$ cat config.mk
export PLATFORM = sky130hd
export DESIGN_NAME = south_input_router
export DESIGN_NICKNAME = d
export VERILOG_FILES = /design/src/rtl/south_input_router.sv
export SDC_FILE = /design/constraint.sdc
export NUM_CORES = 1
export LEC_CHECK = 0
export ABC_AREA = 1
export BUFFER_PORTS_ARGS = -buffer_cell sky130_fd_sc_hd__buf_4
export CORE_ASPECT_RATIO = 0.8
export CORE_MARGIN = 2
export CORE_UTILIZATION = 45
export CTS_CLUSTER_SIZE = 30
export DETAILED_ROUTE_END_ITERATION = 16
export PLACE_DENSITY = 0.77
export SLEW_MARGIN = 20
export SYNTH_ARGS = -nofsm -noshare
export SYNTH_HDL_FRONTEND = slang
export SYNTH_SLANG_ARGS = --single-unit
$ cat constraint.sdc
create_clock -name clk -period 1.6 [get_ports clk]
set_clock_uncertainty 0.05 [all_clocks]
set_input_delay 0.24 -clock clk [delete_from_list [all_inputs] [get_ports clk]]
set_output_delay 0.24 -clock clk [all_outputs]
set_load 0.03 [all_outputs]
$ cat src/rtl/south_input_router.sv
// South input-port controller of a 4x4 XY mesh router.
// Pops flits from the south input FIFO, routes each packet by its header,
// requests the chosen output port from the switch allocator and forwards
// the header plus LEN body flits across the crossbar. Illegal U-turn
// packets (destination further south on this column) are drained and dropped.
module south_input_router #(
    parameter logic [1:0] MY_X = 2'd1,
    parameter logic [1:0] MY_Y = 2'd1
) (
    input  logic       clk,
    input  logic       rst,
    input  logic       fifo_empty,
    output logic       fifo_rd,
    input  logic [7:0] fifo_data,
    output logic [4:0] req,
    input  logic       gnt,
    output logic       out_valid,
    input  logic       out_ready,
    output logic [7:0] out_data,
    output logic       route_err
);

    // One-hot output ports as seen by the switch allocator.
    localparam logic [4:0] PORT_L = 5'b00001;
    localparam logic [4:0] PORT_N = 5'b00010;
    localparam logic [4:0] PORT_E = 5'b00100;
    localparam logic [4:0] PORT_W = 5'b10000;

    typedef enum logic [2:0] {
        IDLE,
        HDR_WAIT,
        REQ,
        SEND,
        BODY_POP,
        BODY_WAIT,
        DROP_POP,
        DROP_WAIT
    } state_t;

    state_t     state_q;
    logic [3:0] rem_q;        // body flits still to be popped
    logic [7:0] hdr_q;        // header held until the port is granted
    logic [4:0] req_q;
    logic       pending_q;    // out_data_q holds a flit not yet transferred
    logic [7:0] out_data_q;
    logic       route_err_q;

    logic [4:0] route_d;      // req_q value for the header on fifo_data
    logic       route_ok_d;   // header does not ask for a U-turn
    logic       xfer;

    // Decode the XY output port of the header currently on fifo_data.
    always_comb begin
        // NOTE: every signal gets a default first so no path can infer a latch.
        route_d    = '0;
        route_ok_d = 1'b1;
        if (fifo_data[3:2] > MY_X) begin
            route_d = PORT_E;
        end else if (fifo_data[3:2] < MY_X) begin
            route_d = PORT_W;
        end else if (fifo_data[1:0] > MY_Y) begin
            route_d = PORT_N;
        end else if (fifo_data[1:0] == MY_Y) begin
            route_d = PORT_L;
        end else begin
            route_ok_d = 1'b0;
        end
    end

    // The pop must reach the FIFO in the same cycle the FSM decides to read,
    // so fifo_rd is decoded from state; a pop only happens from states where
    // no flit is pending, and never during reset or while the FIFO is empty.
    assign fifo_rd = !rst && !fifo_empty &&
                     (state_q == IDLE || state_q == BODY_POP || state_q == DROP_POP);

    // A pending flit is only offered while the allocator keeps the grant;
    // losing the grant hides the flit without discarding it.
    assign out_valid = pending_q && gnt;
    assign xfer      = out_valid && out_ready;

    assign req       = req_q;
    assign out_data  = out_data_q;
    assign route_err = route_err_q;

    // Packet FSM: header decode, port request, flit forwarding and dropping.
    always_ff @(posedge clk or posedge rst) begin
        if (rst) begin
            state_q     <= IDLE;
            rem_q       <= '0;
            hdr_q       <= '0;
            req_q       <= '0;
            pending_q   <= 1'b0;
            out_data_q  <= '0;
            route_err_q <= 1'b0;
        end else begin
            // NOTE: state is updated with non-blocking assignments so every
            // register sees the values from before this clock edge.
            route_err_q <= 1'b0;
            case (state_q)
                IDLE: begin
                    if (!fifo_empty) begin
                        state_q <= HDR_WAIT;
                    end
                end
                HDR_WAIT: begin
                    hdr_q <= fifo_data;
                    rem_q <= fifo_data[7:4];
                    if (route_ok_d) begin
                        req_q   <= route_d;
                        state_q <= REQ;
                    end else begin
                        route_err_q <= 1'b1;
                        state_q     <= (fifo_data[7:4] != 4'd0) ? DROP_POP : IDLE;
                    end
                end
                REQ: begin
                    if (gnt) begin
                        out_data_q <= hdr_q;
                        pending_q  <= 1'b1;
                        state_q    <= SEND;
                    end
                end
                SEND: begin
                    if (xfer) begin
                        pending_q <= 1'b0;
                        if (rem_q == 4'd0) begin
                            req_q   <= '0;
                            state_q <= IDLE;
                        end else begin
                            state_q <= BODY_POP;
                        end
                    end
                end
                BODY_POP: begin
                    if (!fifo_empty) begin
                        state_q <= BODY_WAIT;
                    end
                end
                BODY_WAIT: begin
                    out_data_q <= fifo_data;
                    pending_q  <= 1'b1;
                    rem_q      <= rem_q - 4'd1;
                    state_q    <= SEND;
                end
                DROP_POP: begin
                    if (!fifo_empty) begin
                        rem_q   <= rem_q - 4'd1;
                        state_q <= DROP_WAIT;
                    end
                end
                DROP_WAIT: begin
                    state_q <= (rem_q == 4'd0) ? IDLE : DROP_POP;
                end
                default: begin
                    state_q <= IDLE;
                end
            endcase
        end
    end

endmodule

==> key figures <==
Global routing
  • GR Util met3: 6.803%
  • Largest net degree at the start of global routing: 30
  • Global Route met1 Usage: 24.76%
  • Initial antenna violation count: 0
  • Vias in the first global route: 1413
  • GR peak layer: met2
  • GR Layer Usage met2: 30.52%
  • GR Overflow Total: 0
  • GRT Util Overall: 19.33%
  • First-pass GRT wire length: 6244 um

Setup path
  • Worst Setup SP: state_q[0]$_DFFE_PP0P_
  • Worst path arrival time: 1.23 ns
  • Worst r2r src: rem_q[0]$_DFFE_PP0P_
  • CP Data Required Time: 1.31 ns
  • Maximum fanout along the worst path: 4
  • Worst setup SP type: flop
  • CP Capture Type: output pin
  • CP Class: reg2out

Die
  • Die extent in y: 59.12 um
  • Initial Utilization: 45.84%
  • # rows: 20
  • Die Wd: 72.90 um
  • Die area: 4310 um2
  • # IOs: 29
  • Core Area: 3729 um2

Synthesis
  • Post-synth EDFFs: 0
  • Avg Synthesized Cell Area: 7.840 um2
  • Synthesized instance count: 218
  • Warnings, synthesis: 0
  • Predominant post-synthesis flop cell: dfrtp_1
  • Mapped Area: 1709 um2
  • Unique masters post-synth: 30
  • Post-synth net total: 232
  • FF+latch count, synth: 29
  • Sequential share of the synthesized area: 42.46%
  • Synth async-reset ratio: 100.0%

Outcome
  • Status: completed

Drt
  • Final wirelength: 3683 um
  • DR WL/cell: 12.32 um
  • Initial DRC count: 68
  • Routed Antenna Nets: 0
  • Vias per Instance: 4.896
  • Via count: 1464
  • DR pass1 iterations: 4
  • # DRC: 0

Cells and area
  • Register area: 729.5 um2
  • Share of layout cells above drive strength 1: 27.45%
  • Nets@finish: 268
  • Footprint of the multi-input gates: 815.8 um2
  • Fill count: 350
  • ANT cells: 0
  • Area growth, synth to finish: 20.64%

Pwr
  • Peak VDD IR: 0.9722 mV
  • Leak pwr: 0.001076 uW
  • Pwr Density: 1977 nW/um2

Min path
  • Worst hold path type: in2reg
  • Hold path startpoint: fifo_data[3]

Placement
  • Port Buf Inserts: 27
  • Gpl congestion: 0.8189
  • HPWL after detailed placement: 2673 um
  • Setup WS pre-CTS: 0.06163 ns

Timing
  • Post-route setup slack: 0.08321 ns
  • Final worst-path cycle share: 94.80%
  • Final hold viol count: 0
  • Final min period: 1.517 ns
  • Peak Freq: 659.3 MHz
  • Endpoints failing setup: 0
  • Slew Limit Fails: 0
  • Setup TNS: 0 ns

Clock tree
  • CTS tree: yes
  • CTS buffer count: 5
  • # H-tree levels: 2
  • Clk_lat worst skew: 0.28 ns
  • Clock Tree Buf Depth: 2
  • Clk root buf: clkbuf_8
  • Clock sink count: 29
  • Clock slew at reported path FFs: 0.06 ns

Run
  • # Max-Cap Violations: 0
## timing repair
| item | CTS | global route |
|---|---|---|
| endpoints found under the hold margin | 7 | 0 |
| buffers inserted | 4 | 0 |
| resized for setup | 3 | 3 |
| cloned | 0 | 0 |
| setup endpoints to repair | 1 | 5 |
| hold buffers | 1 | 0 |
## critical path, stage by stage, from the launching register on
cell and delay [ns]:
dfrtp_2 0.43, nor2_1 0.16, nor2_2 0.08, nor3_2 0.10, buf_4 0.18
## cells in the mapped netlist (2+ instances only)
cell type | n | area, um2
nor2_1 | 21 | 78.83
nand2_2 | 5 | 31.28
nand3_1 | 15 | 75.07
inv_2 | 3 | 11.26
dfrtp_1 | 29 | 725.7
nor2_4 | 3 | 33.78
nor3_1 | 3 | 15.01
buf_6 | 3 | 33.78
o21ai_0 | 11 | 55.05
nand2_1 | 79 | 296.5
o211ai_1 | 7 | 52.55
nand2_4 | 2 | 22.52
inv_1 | 20 | 75.07
## final cells by class
cell class | instances | area share [%]
multi-input combinational | 158 | 39.56
tap | 44 | 2.670
clock inverter | 2 | 0.4854
sequential | 29 | 35.38
timing repair buffer | 35 | 12.86
inverter | 25 | 5.522
clock buffer | 6 | 3.519
## per-layer routing
layer / share of wire (%) / vias up
met2: 44 / 40
met3: 5.5 / 9
met1: 48 / 665
met5: 0 / -
met4: 2.2 / 0
li1: - / 750
## per-stage QoR
stage / power, uW / utilization, % / cells / hold slack [ns] / area (um2)
after floorplan: 2935 / - / 218 / 0.2681 / 1714
after global routing: 4421 / 55.30 / 299 / 0.1936 / 2062
final: 4076 / 55.30 / 299 / 0.1795 / 2062
after CTS: 4087 / 55.10 / 299 / 0.1741 / 2054
after global placement: 3345 / 51.71 / 286 / 0.3016 / 1928
after detailed placement: 3401 / 51.71 / 286 / 0.3105 / 1928
## placed cells by master, fill, tap and decap left out, drive strengths merged
master,n
nand3b,1
ha,1
clkinv,3
buf,34
dfrtp,29
conb,1
nor3,3
a21oi,1
inv,24
nand3,17
dlygate4sd3,1
nand2,87
o21bai,1
xnor2,1
clkbuf,6
o211ai,8
o21ai,11
nor2,26
## power by group
group / internal [uW] / leakage, uW / total (uW) / switching [uW]
Clock: 300 / 0.0000450 / 580 / 279
Combinational: 814 / 0.000672 / 2210 / 1400
Sequential: 1080 / 0.000358 / 1280 / 201
## cell families (layout without fill, tap and decap cells)
logic type	count (synthesis)	count (layout)	share of synthesized area, %
xor+xnor	1	1	0.5125
other cells	1	1	0.2194
buf+inv	31	68	10.54
compound gates	21	21	8.418
simple gates	134	134	37.12
flops	29	29	42.46
fa+ha+maj	1	1	0.7319
## registers in the layout, summed over array words and instances, names as in the netlist
register and count:
rem_q 4, state_q 3, out_data 8, pending_q 1, hdr_q 8, route_err 1, req 4
## path summary, 6_finish.rpt
check / end / slack (ns) / cells after the start
min in group asynchronous: out_data[7]$_DFFE_PP0P_ / 0.54 / 4
worst max-delay path: fifo_rd / 0.08 / 4
worst min register to register: req[0]$_DFFE_PP0P_ / 0.42 / 2
worst max register to register: req[2]$_DFFE_PP0P_ / 0.09 / 9
worst min-delay path: hdr_q[3]$_DFFE_PP0P_ / 0.18 / 3
max in group asynchronous: state_q[2]$_DFFE_PP0P_ / 0.66 / 4
No activity file was read; power rests on OpenSTA's default activity.
